[config.mk]
export PLATFORM = sky130hd
export DESIGN_NAME = mux_4x1_32bit
export DESIGN_NICKNAME = d
export VERILOG_FILES = /design/src/rtl/mux_4x1_32bit.sv
export SDC_FILE = /design/constraint.sdc
export NUM_CORES = 1
export LEC_CHECK = 0
export ABC_AREA = 1
export CORE_ASPECT_RATIO = 2
export CORE_UTILIZATION = 34
export DETAILED_ROUTE_END_ITERATION = 10
export GPL_TIMING_DRIVEN = 0
export HOLD_SLACK_MARGIN = 0.05
export PLACE_DENSITY = 0.83
export SYNTH_ARGS = -nofsm -noshare
export SYNTH_HDL_FRONTEND = slang
export SYNTH_SLANG_ARGS = --single-unit
[constraint.sdc]
create_clock -name clk -period 1.2 [get_ports clk]
set_input_delay 0.12 -clock clk [delete_from_list [all_inputs] [get_ports clk]]
set_output_delay 0.12 -clock clk [all_outputs]
set_load 0.02 [all_outputs]
[src/rtl/mux_4x1_32bit.sv]
// ---------------------------------------------------------------------------
// mux_4x1_32bit
//   4-to-1 word multiplexer for the datapath (operand / result / writeback
//   select). Y is purely combinational. Y_q / s_q are a registered copy of
//   the selected word and its select, for pipelined consumers.
//
// Ports (declaration order is fixed for positional instantiation):
//   Y      out WIDTH  combinational selected word
//   s      in  2      select: 00->I0, 01->I1, 10->I2, 11->I3
//   I3..I0 in  WIDTH  data inputs
//   clk    in  1      rising edge captures Y/s into Y_q/s_q when en=1
//   rst_n  in  1      async active-low clear of Y_q/s_q only
//   en     in  1      capture enable
//   Y_q    out WIDTH  registered selected word
//   s_q    out 2      registered select
// ---------------------------------------------------------------------------
module mux_4x1_32bit #(
  parameter int WIDTH = 32
) (
  output logic [WIDTH-1:0] Y,
  input  logic [1:0]       s,
  input  logic [WIDTH-1:0] I3,
  input  logic [WIDTH-1:0] I2,
  input  logic [WIDTH-1:0] I1,
  input  logic [WIDTH-1:0] I0,
  input  logic             clk,
  input  logic             rst_n,
  input  logic             en,
  output logic [WIDTH-1:0] Y_q,
  output logic [1:0]       s_q
);

  // Combinational select. An X/Z select bit matches no item, so the default
  // drives zero rather than propagating an arbitrary input.
  always_comb begin
    Y = '0;
    case (s)
      2'b00:   Y = I0;
      2'b01:   Y = I1;
      2'b10:   Y = I2;
      2'b11:   Y = I3;
      default: Y = '0;
    endcase
  end

  // Registered copy. Reset release is expected to be synchronous to clk
  // already; no synchroniser here.
  always_ff @(posedge clk or negedge rst_n) begin
    if (!rst_n) begin
      Y_q <= '0;
      s_q <= 2'b00;
    end else if (en) begin
      Y_q <= Y;
      s_q <= s;
    end
  end

endmodule

==> results of run 1 <==
## registers in the layout, summed over array words and instances (netlist names)
| register | count |
|---|---|
| Y_q | 32 |
| s_q | 2 |
## worst min path at each step
stage / startpoint / endpoint / slack (ps) / depth (start not counted)
after CTS: en / Y_q[31] / 160 / 3
after global placement: en / Y_q[27] / 440 / 3
after floorplan: rst_n / Y_q[0] / -180 / 0
after global routing: en / Y_q[31] / 170 / 3
final: en / Y_q[31] / 150 / 3
after detailed placement: rst_n / Y_q[27] / 220 / 1
## repair_timing
item | in CTS | in global routing
cloned | 3 | 0
resized for setup | 280 | 96
hold endpoints to repair | 34 | 0
pin swaps | 30 | 63
hold buffers | 1 | 0
endpoints found under the setup margin | 98 | 36
setup buffers | 25 | 6
## cell families (layout without fill, tap and decap cells)
family,after synthesis,after routing,share of synthesized area
AO/OA/AOI/OAI,34,34,0.100
buffers and inverters,62,299,0.100
flip-flops,34,34,0.336
AND/OR/NAND/NOR,260,260,0.463
## cell type report
class	count	area, um2	share of cell area
repair buffers	231	2360	0.425
multi-input cells	294	1720	0.310
flip-flops and latches	34	851	0.153
plain buffers	24	214	0.0385
inverters	36	144	0.0259
clock buffers	7	143	0.0257
well taps	92	115	0.0207
clock inverters	1	5.00	0.000901
## metrics by stage
| step | cell area (um2) | setup TNS [ps] |
|---|---|---|
| 6_report | 5560 | -167 |
| 5_1_grt | 5560 | -549 |
| 4_1_cts | 5210 | -160 |
| 3_5_place_dp | 4600 | -45660 |
| 3_3_place_gp | 4610 | -66790 |
| 2_1_floorplan | 2530 | 0 |
## worst max-delay path: cells and delay by family
kind / cells / cell delay [ps]
AOI/OAI and AO/OA: 1 / 200
buffers and inverters: 2 / 530
and+or+nand+nor: 2 / 300
## cells in the final DEF (no fill, tap or decap)
| cell | synthesis | routed |
|---|---|---|
| buf_1 | 3 | 3 |
| and2_4 | 0 | 28 |
| nand3_2 | 0 | 33 |
| inv_1 | 33 | 32 |
| bufbuf_16 | 0 | 1 |
| dlymetal6s2s_1 | 0 | 20 |
| buf_2 | 11 | 2 |
| clkbuf_2 | 0 | 1 |
| nand2_2 | 0 | 3 |
| o21ai_0 | 2 | 2 |
| clkinv_2 | 0 | 2 |
| buf_4 | 2 | 34 |
| clkbuf_16 | 0 | 5 |
| nand2_1 | 135 | 132 |
| nand3_1 | 92 | 59 |
| buf_12 | 0 | 5 |
| clkbuf_8 | 0 | 2 |
| dlygate4sd2_1 | 0 | 36 |
| o21bai_1 | 31 | 26 |
| buf_16 | 0 | 2 |
| clkinv_1 | 2 | 1 |
| inv_2 | 1 | 1 |
| and2_1 | 32 | 4 |
| clkdlybuf4s50_1 | 0 | 106 |
| nor2_4 | 0 | 1 |
| dfrtp_1 | 34 | 34 |
| clkbuf_4 | 0 | 4 |
| o21bai_2 | 1 | 2 |
| buf_6 | 0 | 34 |
| dlygate4sd3_1 | 0 | 1 |
| inv_8 | 0 | 1 |
| o21bai_4 | 0 | 4 |
| clkbuf_1 | 10 | 4 |
| buf_8 | 0 | 2 |
## routing by layer
metal	track usage	vias up	part of all wire
li1	-	1717	-
met5	0	-	0
met1	0.287	1684	0.36
met4	0.167	0	0.043
met2	0.540	204	0.55
met3	0.0467	41	0.054
## power by group through the flow
| stage | Sequential (mW) | Combinational, mW | Clock [mW] |
|---|---|---|---|
| after floorplan | 1.54 | 0.640 | 0 |
| after global placement | 1.37 | 1.90 | 0 |
| after detailed placement | 1.37 | 1.91 | 0 |
| after CTS | 1.35 | 2.05 | 1.28 |
| after global routing | 1.37 | 2.40 | 1.33 |
| final | 1.36 | 2.27 | 1.27 |
==> impl_results.md, run 1 <==
* Setup slack, reg-to-reg at between 500 and 600 ps
* Y dimension of the die at 124 um
* Die outline area at ~7800 um2
* Antenna Nets Post-Route at 0
* Global Route Usage Sum at 0.285
* Count of buffers from port buffering at 196
* Data required, critical path at 1080 ps
* Terminus of the critical flop-to-flop path: Y_q[29]
* Cell with the largest stage delay on the worst path: clkdlybuf4s50_1
* Detailed-route vias per instance at between 5 and 6
* Area inside the core boundary at between 7000 and 8000 um2
* Worst Hold Class: in2reg
* Antenna diode count at 0
* Shortest period the worst path allows at 1260 ps
* Clk sinks at 34
* Violated checks: setup timing
* Final non-filler cell total at slightly above 700
* Wire length per cell after detailed routing at around 17 um
* Mean post-synth cell area at about 6.5 um2
* Worst setup path endpoint: Y[1]
* Routability congestion estimate at 0.896
* Number of endpoints failing setup at the final stage at 8
* Pre-CTS WS at -1100 ps
* Final worst setup slack at -63.6 ps
* # Max-Cap Violations at 0
* Setup skew after layout at 0 ps
* Detailed Routing Iterations Pass 1 at 5
* Final Net Count at between 700 and 800
* R2r worst-path depth at 2
* RSZ-0062 raised after global routing: true
* Synth-to-layout area growth at 119%
* WL final at about 12000 um
* Peak per-stage delay on the critical path at approximately 410 ps
* Initial Util at 0.351
* Largest fanout on the critical path at 2
* Fin Hold WS at roughly 150 ps
* I/O pin cnt at approximately 200
* Via count of the first global-routing pass at approximately 3600
* Clk_lat worst skew at approximately 270 ps
* CTS H-tree depth at 2
* Layout filler cell count at between 500 and 600
* Library cell with the highest instance count after synthesis: nand2_1
* Worst reg2reg startpoint: Y_q[29]
* Utilization of the core after routing at 0.770
* Category of the worst setup path launch point: primary input
* Number of DRC markers after the initial detailed-route iteration at between 200 and 250
* Clock Path Buffers at 2
* Run status: finished, violations left
* Net Count, Synth at 523
* Initial antenna violation count at 0
* Placed wire-length estimate at 8080 um
* Overall via count from detail_route at 3646
* Internal power component at between 3 and 4 mW
* Combinational fraction of design power at 0.464
* Critical path cell sequence: clkdlybuf4s50_1 > o21bai_1 > nand3_2 > and2_4 > buf_6
* Post-detailed-route DRC marker count at 0
* CTS tree: done
* Flop and latch count out of synthesis at 34
* Overall power consumption at a little under 5 mW
* Placed cell count at 678
* Crit path kind: in2out
* Critical Path Start: I1[1]
* Switching share of power at 0.324
* LEAKAGE at between 2 and 3 nW
* Count of flip-flops with a built-in enable after synthesis at 0
* Peak supply drop at roughly 0.00070 V
* Count of unique library cells instantiated by Yosys at 15
* Count of synthesis-stage warnings from yosys at 0
* Post-synthesis instance total at ~400
* Largest net degree at the start of global routing at 35
* Total clock buffers created by CTS at 5
* Sequential element share of the synthesized area at 0.336
* Area share of the largest cell type after synthesis at 0.336
* Max-slew headroom at the worst pin at 0.490
* Kind of capture point of the worst setup path: primary output
* Fraction of registers with async set or reset after synthesis at 1.00
* Standard-cell row count at 44
* Root buf cell: clkbuf_16
* Netlist Area Pre-Place at around 2500 um2
* Overflow after GRT at 0
* Final max-slew violation count at 0
* Sequential share of power at 0.278
* Worst Tran Pin Value at 766 ps
* Ratio of cells with drive above 1 in the final layout at 0.266
* Synth Flop Type: dfrtp_1
* Power Density at roughly 900 nW/um2
* Data arrival time of the critical path at about 1100 ps
* Wire length of the first global-routing pass at between 15000 and 20000 um
* Library cell occupying the most area in the post-synthesis netlist: dfrtp_1
* Horiz. Die Dim at about 63 um
* Share of the clock period used by the worst path at 1.05
* Cell types with the highest counts after synthesis: nand2_1, nand3_1, dfrtp_1, inv_1, and2_1
* Final hold violations at 0
* Clock transition at the registers of the reported paths at 50 ps
* F_max at 791 MHz
* Clock network fraction of total power at 0.258
* Biggest area contributors in the synthesized netlist: dfrtp_1, nand2_1, nand3_1, o21bai_1, and2_1
* Net switching power at around 1.6 mW
Note: power is estimated with default switching activity, not from simulation.
==> inputs of run 2 (changes only) <==
--- a/config.mk
+++ b/config.mk
@@ -7,11 +7,14 @@
 export LEC_CHECK = 0
 export ABC_AREA = 1
 export CORE_ASPECT_RATIO = 2
+export CORE_MARGIN = 4
 export CORE_UTILIZATION = 34
+export CTS_CLUSTER_SIZE = 10
 export DETAILED_ROUTE_END_ITERATION = 10
 export GPL_TIMING_DRIVEN = 0
 export HOLD_SLACK_MARGIN = 0.05
 export PLACE_DENSITY = 0.83
+export SKIP_LAST_GASP = 1
 export SYNTH_ARGS = -nofsm -noshare
 export SYNTH_HDL_FRONTEND = slang
 export SYNTH_SLANG_ARGS = --single-unit
==> run 2 against run 1 <==
  * The run still ends with setup timing left
  * Clock power down 8%
  * Total power down 4.6%
  * Flip-flop and latch count unchanged
  * Non-clock buffer count unchanged
  * Clock skew unchanged
  * Sequential power about the same
  * Maximum frequency up 2.8%
==> impl_results.md, run 2 (synthesis gave the netlist of run 1 again) <==
* Area inside the core boundary at slightly above 7000 um2
* Synth-to-layout area growth at 108%
* Max-slew headroom at the worst pin at 0.484
* Share of the clock period used by the worst path at 1.02
* Shortest period the worst path allows at roughly 1200 ps
* Die outline area at ~9000 um2
* Registers with the highest flip-flop counts: Y_q: 32 flops, s_q: 2 flops
* Setup skew after layout at 0 ps
* Largest net degree at the start of global routing at 35
* Most frequent standard cell in the layout excluding fill and tap cells: nand2_1
* Origin of the worst min-delay path: en
* Ratio of cells with drive above 1 in the final layout at 0.193
* Final worst setup slack at -29.4 ps
* Worst hold endpoint: Y_q[27]
* Largest fanout on the critical path at 2
* Crit path kind: in2out
* Register with the highest flop count: Y_q
* Peak supply drop at approximately 0.00067 V
* Detailed Routing Iterations Pass 1 at 4
* Routability congestion estimate at around 0.95
* Category of the worst setup path launch point: primary input
* Count of buffers from port buffering at ~200
* Standard-cell row count at 44
* Global Route Usage Sum at 0.249
* Peak per-stage delay on the critical path at about 400 ps
* Overflow after GRT at 0
* Kind of capture point of the worst setup path: primary output
* Top library cells by usage in the layout, fill and taps aside: nand2_1, clkdlybuf4s50_1, nand3_1, dlygate4sd2_1, buf_4
* Placed wire-length estimate at ~9000 um
* Max FFs per register at 32
* Horiz. Die Dim at 69.0 um
* Wire length per cell after detailed routing at roughly 17 um
* Overall via count from detail_route at 3613
* Worst Tran Pin Value at between 700 and 800 ps
* Wire length of the first global-routing pass at ~18000 um
* Detailed-route vias per instance at around 5
* Placed cell count at just under 700
* # Max-Cap Violations at 0
* Antenna diode count at 0
* Power Density at approximately 890 nW/um2
* Final hold violations at 0
* Count of cells along the worst hold path at 3
* LEAKAGE at between 2 and 3 nW
* Cell with the largest stage delay on the worst path: clkdlybuf4s50_1
* WL final at 12300 um
* Number of DRC markers after the initial detailed-route iteration at 210
* Total clock buffers created by CTS at 5
* Clock Path Buffers at 2
* Final total negative setup slack at -60.3 ps
* Setup slack, reg-to-reg at 550 ps
* Data required, critical path at roughly 1100 ps
* RSZ-0062 raised after global routing: true
* F_max at between 800 and 900 MHz
* Initial antenna violation count at 0
* Data arrival time of the critical path at between 1000 and 1500 ps
* Number of endpoints failing setup at the final stage at 3
* CTS tree: done
* Post-detailed-route DRC marker count at 0
* Violated checks: setup timing
* Root buf cell: clkbuf_16
* Y dimension of the die at roughly 130 um
* Clk sinks at 34
* Initial Util at 0.348
* Final non-filler cell total at around 720
* Clock transition at the registers of the reported paths at 50 ps
* CTS H-tree depth at 2
* Terminus of the critical flop-to-flop path: Y_q[18]
* Final Net Count at around 760
* Clk_lat worst skew at ~270 ps
* I/O pin cnt at 199
* Run status: finished, violations left
* Worst reg2reg startpoint: Y_q[18]
* Final max-slew violation count at 0
* Via count of the first global-routing pass at 3674
* Worst Hold Class: in2reg
* Antenna Nets Post-Route at 0
* R2r worst-path depth at 2
* Critical path cell sequence: clkdlybuf4s50_1 > o21bai_1 > nand3_1 > and2_1 > buf_4
[run 2: changes by cell type in the layout (fill, tap and decap cells not counted), sizes merged]
cell           previous run  this run
buf                      82        83
clkdlybuf4s50           106       104
clkbuf                   16        15
dlygate4sd2              36        40
dlymetal6s2s             20        18
clkinv                    3         2
[run 2: where the power goes]
group / switching [mW] / internal, mW
Clock: 0.419 / 0.756
Combinational: 1.01 / 1.13
Sequential: 0.0707 / 1.28
Total: 1.50 / 3.17
[run 2: worst max-delay path by stage]
stage,to,cells after the start,startpoint
after floorplan,Y[10],5,s[1]
final,Y[21],5,I1[21]
after global routing,Y[28],7,s[0]
after CTS,Y[0],8,s[0]
after detailed placement,Y[19],8,s[0]
after global placement,Y[8],8,s[0]
[run 2: final cells by class]
class / instances / area [um2]
fillers: 616 / 1990
inverters: 36 / 144
repair buffers: 229 / 2270
flip-flops and latches: 34 / 851
multi-input cells: 294 / 1510
well taps: 92 / 115
plain buffers: 26 / 243
clock buffers: 7 / 133
[run 2: per-stage QoR]
stage | util | hold WS (ps) | power, mW | cell area, um2 | worst slack [ps]
6_report | 0.726 | 170 | 4.67 | 5270 | -29.4
5_1_grt | 0.726 | 163 | 4.90 | 5270 | -65.9
4_1_cts | 0.679 | 166 | 4.48 | 4930 | -19.1
2_1_floorplan | - | -176 | 2.18 | 2530 | 133
3_5_place_dp | 0.634 | 231 | 3.30 | 4600 | -1100
3_3_place_gp | 0.634 | 446 | 3.27 | 4610 | -1070
[run 2: layer usage]
layer  up-vias  track usage  part of all wire
met5         -            0                 0
met4         0        0.133             0.048
met3        47       0.0509             0.056
met2       186        0.496              0.56
met1      1664        0.231              0.34
li1       1716            -                 -
[run 2: repair_timing]
item / in CTS / in global routing
endpoints found under the hold margin: 34 / 0
pin swaps: 27 / 68
hold buffers: 1 / 0
gates resized for setup: 251 / 77
setup endpoints to repair: 98 / 30
cloned: 2 / 1
buffers inserted: 14 / 15
[run 2: worst max-delay path, delay by kind of cell]
kind	cells	cell delay, ps
AO/OA/AOI/OAI	1	160
AND/OR/NAND/NOR	2	280
buffers and inverters	2	550
==> inputs of run 3 (changes only) <==
--- a/config.mk
+++ b/config.mk
@@ -9,6 +9,7 @@
 export CORE_ASPECT_RATIO = 2
 export CORE_MARGIN = 4
 export CORE_UTILIZATION = 34
+export CTS_BUF_LIST = sky130_fd_sc_hd__clkbuf_4 sky130_fd_sc_hd__clkbuf_8
 export CTS_CLUSTER_SIZE = 10
 export DETAILED_ROUTE_END_ITERATION = 10
 export GPL_TIMING_DRIVEN = 0
==> run 3 against run 2 <==
  * The run still ends with setup timing left
  * Global-route usage up 0.34 points
  * Setup slack improved by 20 ps
  * Clock power shrank 29%
  * Register-to-register slack about the same
  * Maximum frequency rose by 1.6%
  * Combinational power increased by 3%
  * First-iteration DRC count shrank 7.1%
  * Design area increased by 2.0%
  * Sequential share of layout area shrank 0.31 points
  * Total power down 5.9%
  * Critical path type unchanged
  * Wire length is 2.7% higher
==> impl_results.md, run 3 (synthesis gave the netlist of run 1 again) <==
* Detailed-route vias per instance at 5.02
* # Max-Cap Violations at 0
* Cell with the largest stage delay on the worst path: buf_4
* Antenna Nets Post-Route at 0
* Shortest period the worst path allows at approximately 1200 ps
* Synth-to-layout area growth at 112%
* Ratio of cells with drive above 1 in the final layout at 0.230
* Data arrival time of the critical path at ~1100 ps
* R2r worst-path depth at 2
* Overall power consumption at 4.40 mW
* Peak per-stage delay on the critical path at around 150 ps
* Terminus of the critical flop-to-flop path: Y_q[23]
* Global Route Usage Sum at 0.252
* Count of buffers from port buffering at about 200
* Setup slack, reg-to-reg at roughly 550 ps
* Met1 layer usage reported by global route at 0.235
* Most frequent standard cell in the layout excluding fill and tap cells: nand2_1
* Violated checks: setup timing
* Setup skew after layout at 0 ps
* Worst reg2reg startpoint: Y_q[23]
* Category of the worst setup path launch point: primary input
* I/O pin cnt at between 150 and 200
* Sum of buffers and inverters on the critical path at 5
* Met3 usage in global routing at 0.0509
* Worst Hold Class: in2reg
* Worst setup path endpoint: Y[14]
* Worst Tran Pin Value at 773 ps
* Max FFs per register at 32
* Largest fanout on the critical path at 10
* Post-detailed-route DRC marker count at 0
* Wire length per cell after detailed routing at roughly 18 um
* Peak supply drop at roughly 0.00061 V
* Clk sinks at 34
* Global routing usage on met2 at 0.505
* Cell area after layout at ~5400 um2
* Final max-slew violation count at 0
* Horiz. Die Dim at 69.0 um
* Crit path max-delay family: buffers and inverters
* Final hold violations at 0
* LEAKAGE at approximately 2.9 nW
* Critical path cell sequence: buf_8 > nand2_4 > inv_4 > buf_12 > buf_4 > nand2_1 > nand3_2 > and2_4 > buf_6
* Standard cell area after detailed placement at roughly 4600 um2
* Data required, critical path at approximately 1100 ps
* RSZ-0062 raised after global routing: true
* Clock transition at the registers of the reported paths at about 70 ps
* WL final at ~13000 um
* Final worst setup slack at -9.82 ps
* Top library cells by usage in the layout, fill and taps aside: nand2_1, clkdlybuf4s50_1, nand3_1, dlygate4sd2_1, buf_6
* Power Density at between 800 and 900 nW/um2
* Share of the clock period used by the worst path at 1.01
* Run status: finished, violations left
* Number of endpoints failing setup at the final stage at 1
* Initial Util at 0.348
* Overall via count from detail_route at between 3000 and 4000
* Number of cells on the critical path at 9
* Root buf cell: clkbuf_8
* Final Net Count at about 760
* Standard-cell row count at 44
* Detailed Routing Iterations Pass 1 at 5
* Die outline area at ~9000 um2
* Number of DRC markers after the initial detailed-route iteration at between 150 and 200
* CTS H-tree depth at 2
* Via count of the first global-routing pass at around 3700
* Clock Path Buffers at 2
* Critical Path Start: s[1]
* Max-slew headroom at the worst pin at 0.485
* Kind of capture point of the worst setup path: primary output
* Initial antenna violation count at 0
* Placed wire-length estimate at between 8000 and 9000 um
* Largest net degree at the start of global routing at 35
* Clk_lat worst skew at 280 ps
* Crit path kind: in2out
* F_max at between 800 and 900 MHz
* Wire length of the first global-routing pass at between 15000 and 20000 um
* Antenna diode count at 0
* CTS tree: done
* Routability congestion estimate at roughly 0.95
* Area inside the core boundary at slightly above 7000 um2
* Register with the highest flop count: Y_q
* Overflow after GRT at 0
* Registers with the highest flip-flop counts: Y_q: 32 flops, s_q: 2 flops
* Y dimension of the die at 130 um
* Total clock buffers created by CTS at 5
* Global routing's busiest layer: met2
-- run 3: worst min path at each step --
| stage | from | end | slack, ps | depth (start not counted) |
|---|---|---|---|---|
| 6_report | en | Y_q[31] | 160 | 3 |
| 5_1_grt | en | Y_q[31] | 150 | 3 |
| 4_1_cts | en | Y_q[27] | 150 | 3 |
| 3_5_place_dp | rst_n | Y_q[24] | 230 | 1 |
| 3_3_place_gp | en | Y_q[27] | 450 | 3 |
| 2_1_floorplan | rst_n | Y_q[0] | -180 | 0 |
-- run 3: worst min-delay path, delay by kind of cell --
family / cells / cell delay [ps]
buffers and inverters: 1 / 150
and+or+nand+nor: 2 / 130
-- run 3: area by class of cell --
cell class / count / area, um2
timing repair buffer: 229 / 2320
fill: 612 / 1890
multi-input combinational: 294 / 1610
sequential: 34 / 851
buffer: 26 / 251
inverter: 36 / 146
tap: 92 / 115
clock buffer: 7 / 83.8
-- run 3: layer usage --
layer	up-vias	routed length, um	part of all wire
li1	1719	-	-
met1	1657	4110	0.33
met2	184	7230	0.57
met3	41	699	0.056
met4	0	533	0.042
met5	-	0	0
-- run 3: through the flow --
step	hold WS [ps]	setup WS, ps	TNS [ps]	std cells	utilization
3_5_place_dp	231	-1100	-46270	678	0.634
6_report	158	-9.82	-9.82	718	0.740
5_1_grt	147	-46.2	-324	718	0.740
4_1_cts	152	-68.6	-419	702	0.674
3_3_place_gp	446	-1070	-68310	678	0.634
2_1_floorplan	-176	133	0	390	-
-- run 3: repair_timing --
action | CTS | global route
endpoints found under the hold margin | 34 | 0
setup endpoints to repair | 98 | 33
hold buffers | 1 | 0
gates cloned | 3 | 1
resized for setup | 252 | 109
pin swaps | 24 | 75
buffers inserted | 13 | 15
-- run 3: power by group --
group	internal, mW	switching [mW]	total, mW
sequential	1.28	0.0697	1.35
combinational	1.17	1.04	2.21
clock	0.444	0.390	0.835
total	2.90	1.50	4.40
